[config.mk]
export PLATFORM = sky130hd
export DESIGN_NAME = miner_nonce_dispatcher_flat
export DESIGN_NICKNAME = d
export VERILOG_FILES = /design/src/rtl/miner_nonce_dispatcher_if.sv /design/src/rtl/miner_nonce_dispatcher.sv /design/src/flat_wrapper.sv
export SDC_FILE = /design/constraint.sdc
export NUM_CORES = 2
export LEC_CHECK = 0
export CELL_PAD_IN_SITES_DETAIL_PLACEMENT = 0
export CELL_PAD_IN_SITES_GLOBAL_PLACEMENT = 2
export CORE_AREA = 2 2 494 496
export CTS_CLUSTER_DIAMETER = 200
export CTS_CLUSTER_SIZE = 24
export DETAILED_ROUTE_END_ITERATION = 10
export DIE_AREA = 0 0 496 498
export MAX_ROUTING_LAYER = met4
export PLACE_DENSITY = 0.54
export RECOVER_POWER = 100
export REMOVE_ABC_BUFFERS = 1
export SYNTH_ARGS = -nofsm -noshare
export SYNTH_HDL_FRONTEND = slang
export SYNTH_SLANG_ARGS = --single-unit
[constraint.sdc]
create_clock -name clk -period 3.9 [get_ports clk]
set_input_delay 0.585 -clock clk [delete_from_list [all_inputs] [get_ports clk]]
set_output_delay 0.585 -clock clk [all_outputs]
set_load 0.01 [all_outputs]
[src/rtl/miner_nonce_dispatcher_if.sv]
// Job-side and core-side signal bundle for the nonce dispatcher.
// The master modport is the dispatcher's view; slave is the host plus hash core.
interface miner_nonce_dispatcher_if #(
   parameter int NONCE_W = 32
);
   // Job handshake: a job moves on a clock edge where job_valid && job_ready.
   // job_ready depends only on dispatcher state, never on job_valid.
   logic               job_valid;
   logic               job_ready;
   logic [95:0]        header_tail;
   logic [255:0]       target;
   logic [NONCE_W-1:0] start_nonce;
   logic [NONCE_W-1:0] end_nonce;
   logic               abort;
   logic               hash_enable;
   logic [511:0]       chunk;
   logic               finished;
   logic [255:0]       digest;
   logic               found;
   logic [NONCE_W-1:0] found_nonce;
   logic               exhausted;
   logic [31:0]        hash_count;

   modport master (
      input  job_valid, header_tail, target, start_nonce, end_nonce, abort,
      input  finished, digest,
      output job_ready, hash_enable, chunk, found, found_nonce, exhausted, hash_count
   );

   modport slave (
      output job_valid, header_tail, target, start_nonce, end_nonce, abort,
      output finished, digest,
      input  job_ready, hash_enable, chunk, found, found_nonce, exhausted, hash_count
   );
endinterface

[src/rtl/miner_nonce_dispatcher.sv]
// Walks a nonce range: builds the second header chunk, launches the hash core,
// compares each digest to the target and reports a hit or range exhaustion.
module miner_nonce_dispatcher #(
   parameter int NONCE_W = 32,
   parameter int MSG_LEN = 640
) (
   input  logic                     clk,
   input  logic                     n_rst,
   miner_nonce_dispatcher_if.master bus,
   output logic [2:0]               state_dbg
);

   typedef enum logic [2:0] {
      S_IDLE   = 3'd0,
      S_LAUNCH = 3'd1,
      S_WAIT   = 3'd2,
      S_CHECK  = 3'd3,
      S_DRAIN  = 3'd4
   } state_t;

   localparam logic [63:0] LEN_FIELD = 64'(MSG_LEN);

   state_t             state, state_n;
   logic [95:0]        tail_q;
   logic [255:0]       target_q;
   logic [NONCE_W-1:0] nonce_q, end_q, nonce_inc;
   logic               hit_q;
   logic [511:0]       chunk_q;
   logic [NONCE_W-1:0] found_nonce_q;
   logic [31:0]        hash_count_q;

   logic load_job, capture, advance, found_c, exhausted_c;

   function automatic logic [511:0] build_chunk(input logic [95:0] tail,
                                                input logic [NONCE_W-1:0] nonce);
      return {tail, nonce, 32'h8000_0000, 288'b0, LEN_FIELD};
   endfunction

   assign nonce_inc = nonce_q + 1'b1;

   always_comb begin
      state_n     = state;
      load_job    = 1'b0;
      capture     = 1'b0;
      advance     = 1'b0;
      found_c     = 1'b0;
      exhausted_c = 1'b0;
      case (state)
         S_IDLE: begin
            if (bus.job_valid) begin
               load_job = 1'b1;
               state_n  = S_LAUNCH;
            end
         end
         S_LAUNCH: state_n = bus.abort ? S_DRAIN : S_WAIT;
         S_WAIT: begin
            // A finished coinciding with abort means the core is already idle.
            if (bus.abort) begin
               state_n = bus.finished ? S_IDLE : S_DRAIN;
            end else if (bus.finished) begin
               capture = 1'b1;
               state_n = S_CHECK;
            end
         end
         S_CHECK: begin
            if (bus.abort) begin
               state_n = S_IDLE;
            end else if (hit_q) begin
               found_c = 1'b1;
               state_n = S_IDLE;
            end else if (nonce_q == end_q) begin
               exhausted_c = 1'b1;
               state_n     = S_IDLE;
            end else begin
               advance = 1'b1;
               state_n = S_LAUNCH;
            end
         end
         S_DRAIN: if (bus.finished) state_n = S_IDLE;
         default: state_n = S_IDLE;
      endcase
   end

   always_ff @(posedge clk or negedge n_rst) begin
      if (!n_rst) begin
         state         <= S_IDLE;
         tail_q        <= '0;
         target_q      <= '0;
         nonce_q       <= '0;
         end_q         <= '0;
         hit_q         <= 1'b0;
         chunk_q       <= '0;
         found_nonce_q <= '0;
         hash_count_q  <= '0;
      end else begin
         state <= state_n;
         if (load_job) begin
            tail_q       <= bus.header_tail;
            target_q     <= bus.target;
            nonce_q      <= bus.start_nonce;
            end_q        <= bus.end_nonce;
            hit_q        <= 1'b0;
            hash_count_q <= '0;
            chunk_q      <= build_chunk(bus.header_tail, bus.start_nonce);
         end
         if (capture) begin
            hit_q <= (bus.digest < target_q);
            if (hash_count_q != 32'hFFFF_FFFF) hash_count_q <= hash_count_q + 32'd1;
         end
         if (advance) begin
            nonce_q <= nonce_inc;
            chunk_q <= build_chunk(tail_q, nonce_inc);
         end
         if (found_c) found_nonce_q <= nonce_q;
      end
   end

   assign bus.job_ready   = (state == S_IDLE);
   assign bus.hash_enable = (state == S_LAUNCH);
   assign bus.chunk       = chunk_q;
   assign bus.found       = found_c;
   assign bus.exhausted   = exhausted_c;
   assign bus.found_nonce = found_nonce_q;
   assign bus.hash_count  = hash_count_q;
   assign state_dbg       = state;

endmodule

[src/flat_wrapper.sv]
// flat-port wrapper written by rule: the top's interface ports become plain ports
module miner_nonce_dispatcher_flat 
#(
   parameter int NONCE_W = 32,
   parameter int MSG_LEN = 640
)
  (clk, n_rst, state_dbg, bus_job_valid, bus_header_tail, bus_target, bus_start_nonce, bus_end_nonce, bus_abort, bus_finished, bus_digest, bus_job_ready, bus_hash_enable, bus_chunk, bus_found, bus_found_nonce, bus_exhausted, bus_hash_count);
  miner_nonce_dispatcher_if #(.NONCE_W(NONCE_W)) bus_i ();
  input  logic clk;
  input  logic n_rst;
  output logic [2:0] state_dbg;
  input wire logic [$bits(bus_i.job_valid)-1:0] bus_job_valid;
  input wire logic [$bits(bus_i.header_tail)-1:0] bus_header_tail;
  input wire logic [$bits(bus_i.target)-1:0] bus_target;
  input wire logic [$bits(bus_i.start_nonce)-1:0] bus_start_nonce;
  input wire logic [$bits(bus_i.end_nonce)-1:0] bus_end_nonce;
  input wire logic [$bits(bus_i.abort)-1:0] bus_abort;
  input wire logic [$bits(bus_i.finished)-1:0] bus_finished;
  input wire logic [$bits(bus_i.digest)-1:0] bus_digest;
  output wire logic [$bits(bus_i.job_ready)-1:0] bus_job_ready;
  output wire logic [$bits(bus_i.hash_enable)-1:0] bus_hash_enable;
  output wire logic [$bits(bus_i.chunk)-1:0] bus_chunk;
  output wire logic [$bits(bus_i.found)-1:0] bus_found;
  output wire logic [$bits(bus_i.found_nonce)-1:0] bus_found_nonce;
  output wire logic [$bits(bus_i.exhausted)-1:0] bus_exhausted;
  output wire logic [$bits(bus_i.hash_count)-1:0] bus_hash_count;
  assign bus_i.job_valid = bus_job_valid;
  assign bus_i.header_tail = bus_header_tail;
  assign bus_i.target = bus_target;
  assign bus_i.start_nonce = bus_start_nonce;
  assign bus_i.end_nonce = bus_end_nonce;
  assign bus_i.abort = bus_abort;
  assign bus_i.finished = bus_finished;
  assign bus_i.digest = bus_digest;
  assign bus_job_ready = bus_i.job_ready;
  assign bus_hash_enable = bus_i.hash_enable;
  assign bus_chunk = bus_i.chunk;
  assign bus_found = bus_i.found;
  assign bus_found_nonce = bus_i.found_nonce;
  assign bus_exhausted = bus_i.exhausted;
  assign bus_hash_count = bus_i.hash_count;
  miner_nonce_dispatcher #(.NONCE_W(NONCE_W), .MSG_LEN(MSG_LEN)) u_core (.clk(clk), .n_rst(n_rst), .bus(bus_i), .state_dbg(state_dbg));
endmodule
==> summary.md <==
| Metric | Value |
|---|---|
| Post-DP HPWL | 130000 um |
| Synth warn | 0 |
| Ys flop type | dfrtp_1 |
| PortBufs | 878 |
| Final hold slack | 0.406 ns |
| Setup violations, final | 0 |
| Final critical-path required period | 3.31 ns |
| Max capacitance violation total | 2 |
| LEAKAGE | 20.2 nW |
| Cell area after synthesis | 32000 um^2 |
| CTS clk-pin slew, worst paths | 0.13 ns |
| Clk buf depth | 3 |
| Non-Filler Instances | 7730 |
| Seq/Total Area, Yosys | 45.5% |
| Hold Crit Start | bus_end_nonce[16] |
| Max transition margin | -83.6% |
| Root Buffer | clkbuf_16 |
| Vias in the first global route | 27000 |
| Post-synth cell types | 65 |
| Post-CTS setup buffers | 0 |
| Most frequent cells in the layout | 871 x nand2_1, 677 x clkdlybuf4s50_1, 581 x dfrtp_1, 381 x conb_1, 313 x o21ai_0 |
| Core footprint | 242000 um^2 |
| Total Nets Final | 5385 |
| DR iter-0 viols | 1344 |
| Final worst-path cycle share | 85.0% |
| Die area | 247000 um^2 |
| Max VDD drop | 275 uV |
| Final ANT Viol Nets | 0 |
| DP Area | 43600 um^2 |
| Initial antenna violation count | 100 |
| RR Startpoint | u_core.state_dbg[1]$_DFFE_PN0P_ |
| WP data arrival | 3.95 ns |
| I/O pin count | 1260 |
| Gpl congestion | 0.850 |
| Die X | 496 um |
| DR vias/cell | 3.48 |
| CP startpoint kind | flip-flop |
| Syn Area/Cell | 8.87 um^2 |
| Area growth from synthesis to layout | 39.0% |
| Async set-or-reset flop fraction in the synthesized netlist | 100% |
| Synth Register Bits | 581 |
| Max-slew violations | 102 |
| Die height | 498 um |
| CP Class | flip-flop to flip-flop |
| Failing checks | capacitance limit, slew limit |
| Sink Count | 581 |
| Largest net degree at the start of global routing | 147 |
| DRT Wirelength | 159000 um |
| TNS Setup | 0 ns |
| Dpl cells | 7621 |
| Cell Rows | 181 |
| Post-route DRC violation count | 0 |
| Vias | 26900 |
| Power per cell area | 598 nW/um^2 |
| H-tree levels | 1 |
| Req. time, crit path | 4.54 ns |
| RSZ-0062 raised after global routing | false |
| Fmax | 0.302 GHz |
| Clock Skews | 0.0413 ns |
| Final Util | 18.4% |
| First-pass GRT wire length | 216000 um |
| CTS Buf Count | 29 |
| HP Class | primary input to flip-flop |
| All-Layer GR Usage | 12.7% |
| Worst-Skew Late Latency | 0.70 ns |
| Layout cells sized above 1 | 3.21% |
| Final hold viol count | 0 |
| Post-synth EDFFs | 0 |
| Final Instance Area | 44400 um^2 |
| Routed len/inst | 20.6 um |
| Critical path startpoint | u_core.state_dbg[1]$_DFFE_PN0P_ |
| Status | finished, violations left |
| Worst-margin pin slew | 2.75 ns |
| Mapped Cells | 3602 |
| First-pass detailed-route iteration total | 5 |
| Worst-path maximum fanout | 105 |
| Endpoint class of the critical path | flip-flop |
| Global route total overflow | 0 |
| Commonest non-fill, non-tap cell in the layout | nand2_1 |
| CTS tree | built |
| Starting density of the core | 13.2% |
## logic make-up after synthesis
kind of cell             count (synthesis)  share of synthesized area [%]
adder cells (fa/ha/maj)                257                           10.1
XOR/XNOR                                39                           1.07
multiplexers                            37                           1.28
AO/OA/AOI/OAI                          663                           12.1
AND/OR/NAND/NOR                       1226                           16.1
flip-flops                             581                           45.5
buffers and inverters                  798                           13.9
other                                    1                         0.0117
## area by class of cell
cell class	count	area [um^2]
fillers	27100	197000
flip-flops and latches	581	14500
multi-input cells	2603	14400
repair buffers	967	9470
well taps	3202	4010
inverters	269	1010
clock buffers	30	729
diodes	74	185
clock inverters	4	80.1
## metrics by stage
step,power (mW),worst slack [ns]
6_report,26.6,0.585
3_5_place_dp,23.7,0.0798
5_1_grt,29.2,0.171
3_3_place_gp,23.5,0.00285
2_1_floorplan,16.1,-9.75
4_1_cts,27.8,0.0323
## Yosys cell counts, types with 8 or more instances
cell type  instances  share of area, %
nand4_1           63               1.2
ha_1             257                10
o21a_1             9              0.21
a31oi_1          100               2.0
a21o_1            48               1.1
nor2_1           154               1.8
o21ai_0          314               4.9
nand3_1           42              0.66
buf_1             10              0.12
mux2_2            31               1.1
buf_2             10              0.16
a221o_1            8              0.25
clkbuf_1         126               1.5
nor4_1            13              0.25
xnor2_1           35              0.96
and4_1            12              0.33
o31ai_1            8              0.19
buf_4            383               9.0
o211ai_1          23              0.54
nand2_1          872                10
inv_1            269               3.2
a211oi_1          14              0.33
nor3_1            20              0.31
dfrtp_1          581                45
a21oi_1           99               1.6
## repair_timing
item                                    in CTS  in global routing
endpoints found under the setup margin       1                  1
cloned                                       0                  0
resized for setup                            2                  1
endpoints found under the hold margin       45                  0
pin swaps                                    0                  0
hold buffers                                 1                  0
## power by group
| group | switching [mW] | internal (mW) | total [mW] |
|---|---|---|---|
| clock | 2.41 | 1.43 | 3.84 |
| combinational | 7.74 | 5.01 | 12.8 |
| sequential | 1.34 | 8.67 | 10.0 |
## per-layer routing
layer | track usage, % | vias to the layer above | routed length, um
li1 | - | 13000 | -
met5 | - | - | 0
met2 | 20.2 | 942 | 73700
met3 | 3.88 | 123 | 12000
met1 | 15.3 | 12900 | 68100
met4 | 4.10 | 0 | 5090
## critical path: stages (launching register included)
cell and delay, ns:
dfrtp_1 0.50, nor3_1 0.50, and2_4 0.47, clkbuf_4 0.98, clkbuf_2 0.55, nand2_1 0.11
o21ai_0 0.09
## state kept, by name, indices dropped and copies added (netlist names)
signal,count
u_core.bus.found_nonce,32
u_core.tail_q,96
u_core.hit_q,1
u_core.bus.hash_count,32
u_core.state_dbg,3
u_core.end_q,32
u_core.target_q,256
u_core.nonce_q,31
u_core.bus.chunk,98
## worst paths after layout
check / endpoint / slack, ns / cells after the start
max: u_core.target_q[54]$_DFFE_PN0P_ / 0.59 / 6
min: u_core.end_q[16]$_DFFE_PN0P_ / 0.41 / 3
max reg2reg: u_core.target_q[54]$_DFFE_PN0P_ / 0.59 / 6
min reg2reg: u_core.tail_q[15]$_DFFE_PN0P_ / 0.48 / 2
max in group asynchronous: u_core.nonce_q[6]$_DFFE_PN0P_ / 0.67 / 3
min in group asynchronous: u_core.target_q[90]$_DFFE_PN0P_ / 1.25 / 2
Note: power is estimated with default switching activity, not from simulation.
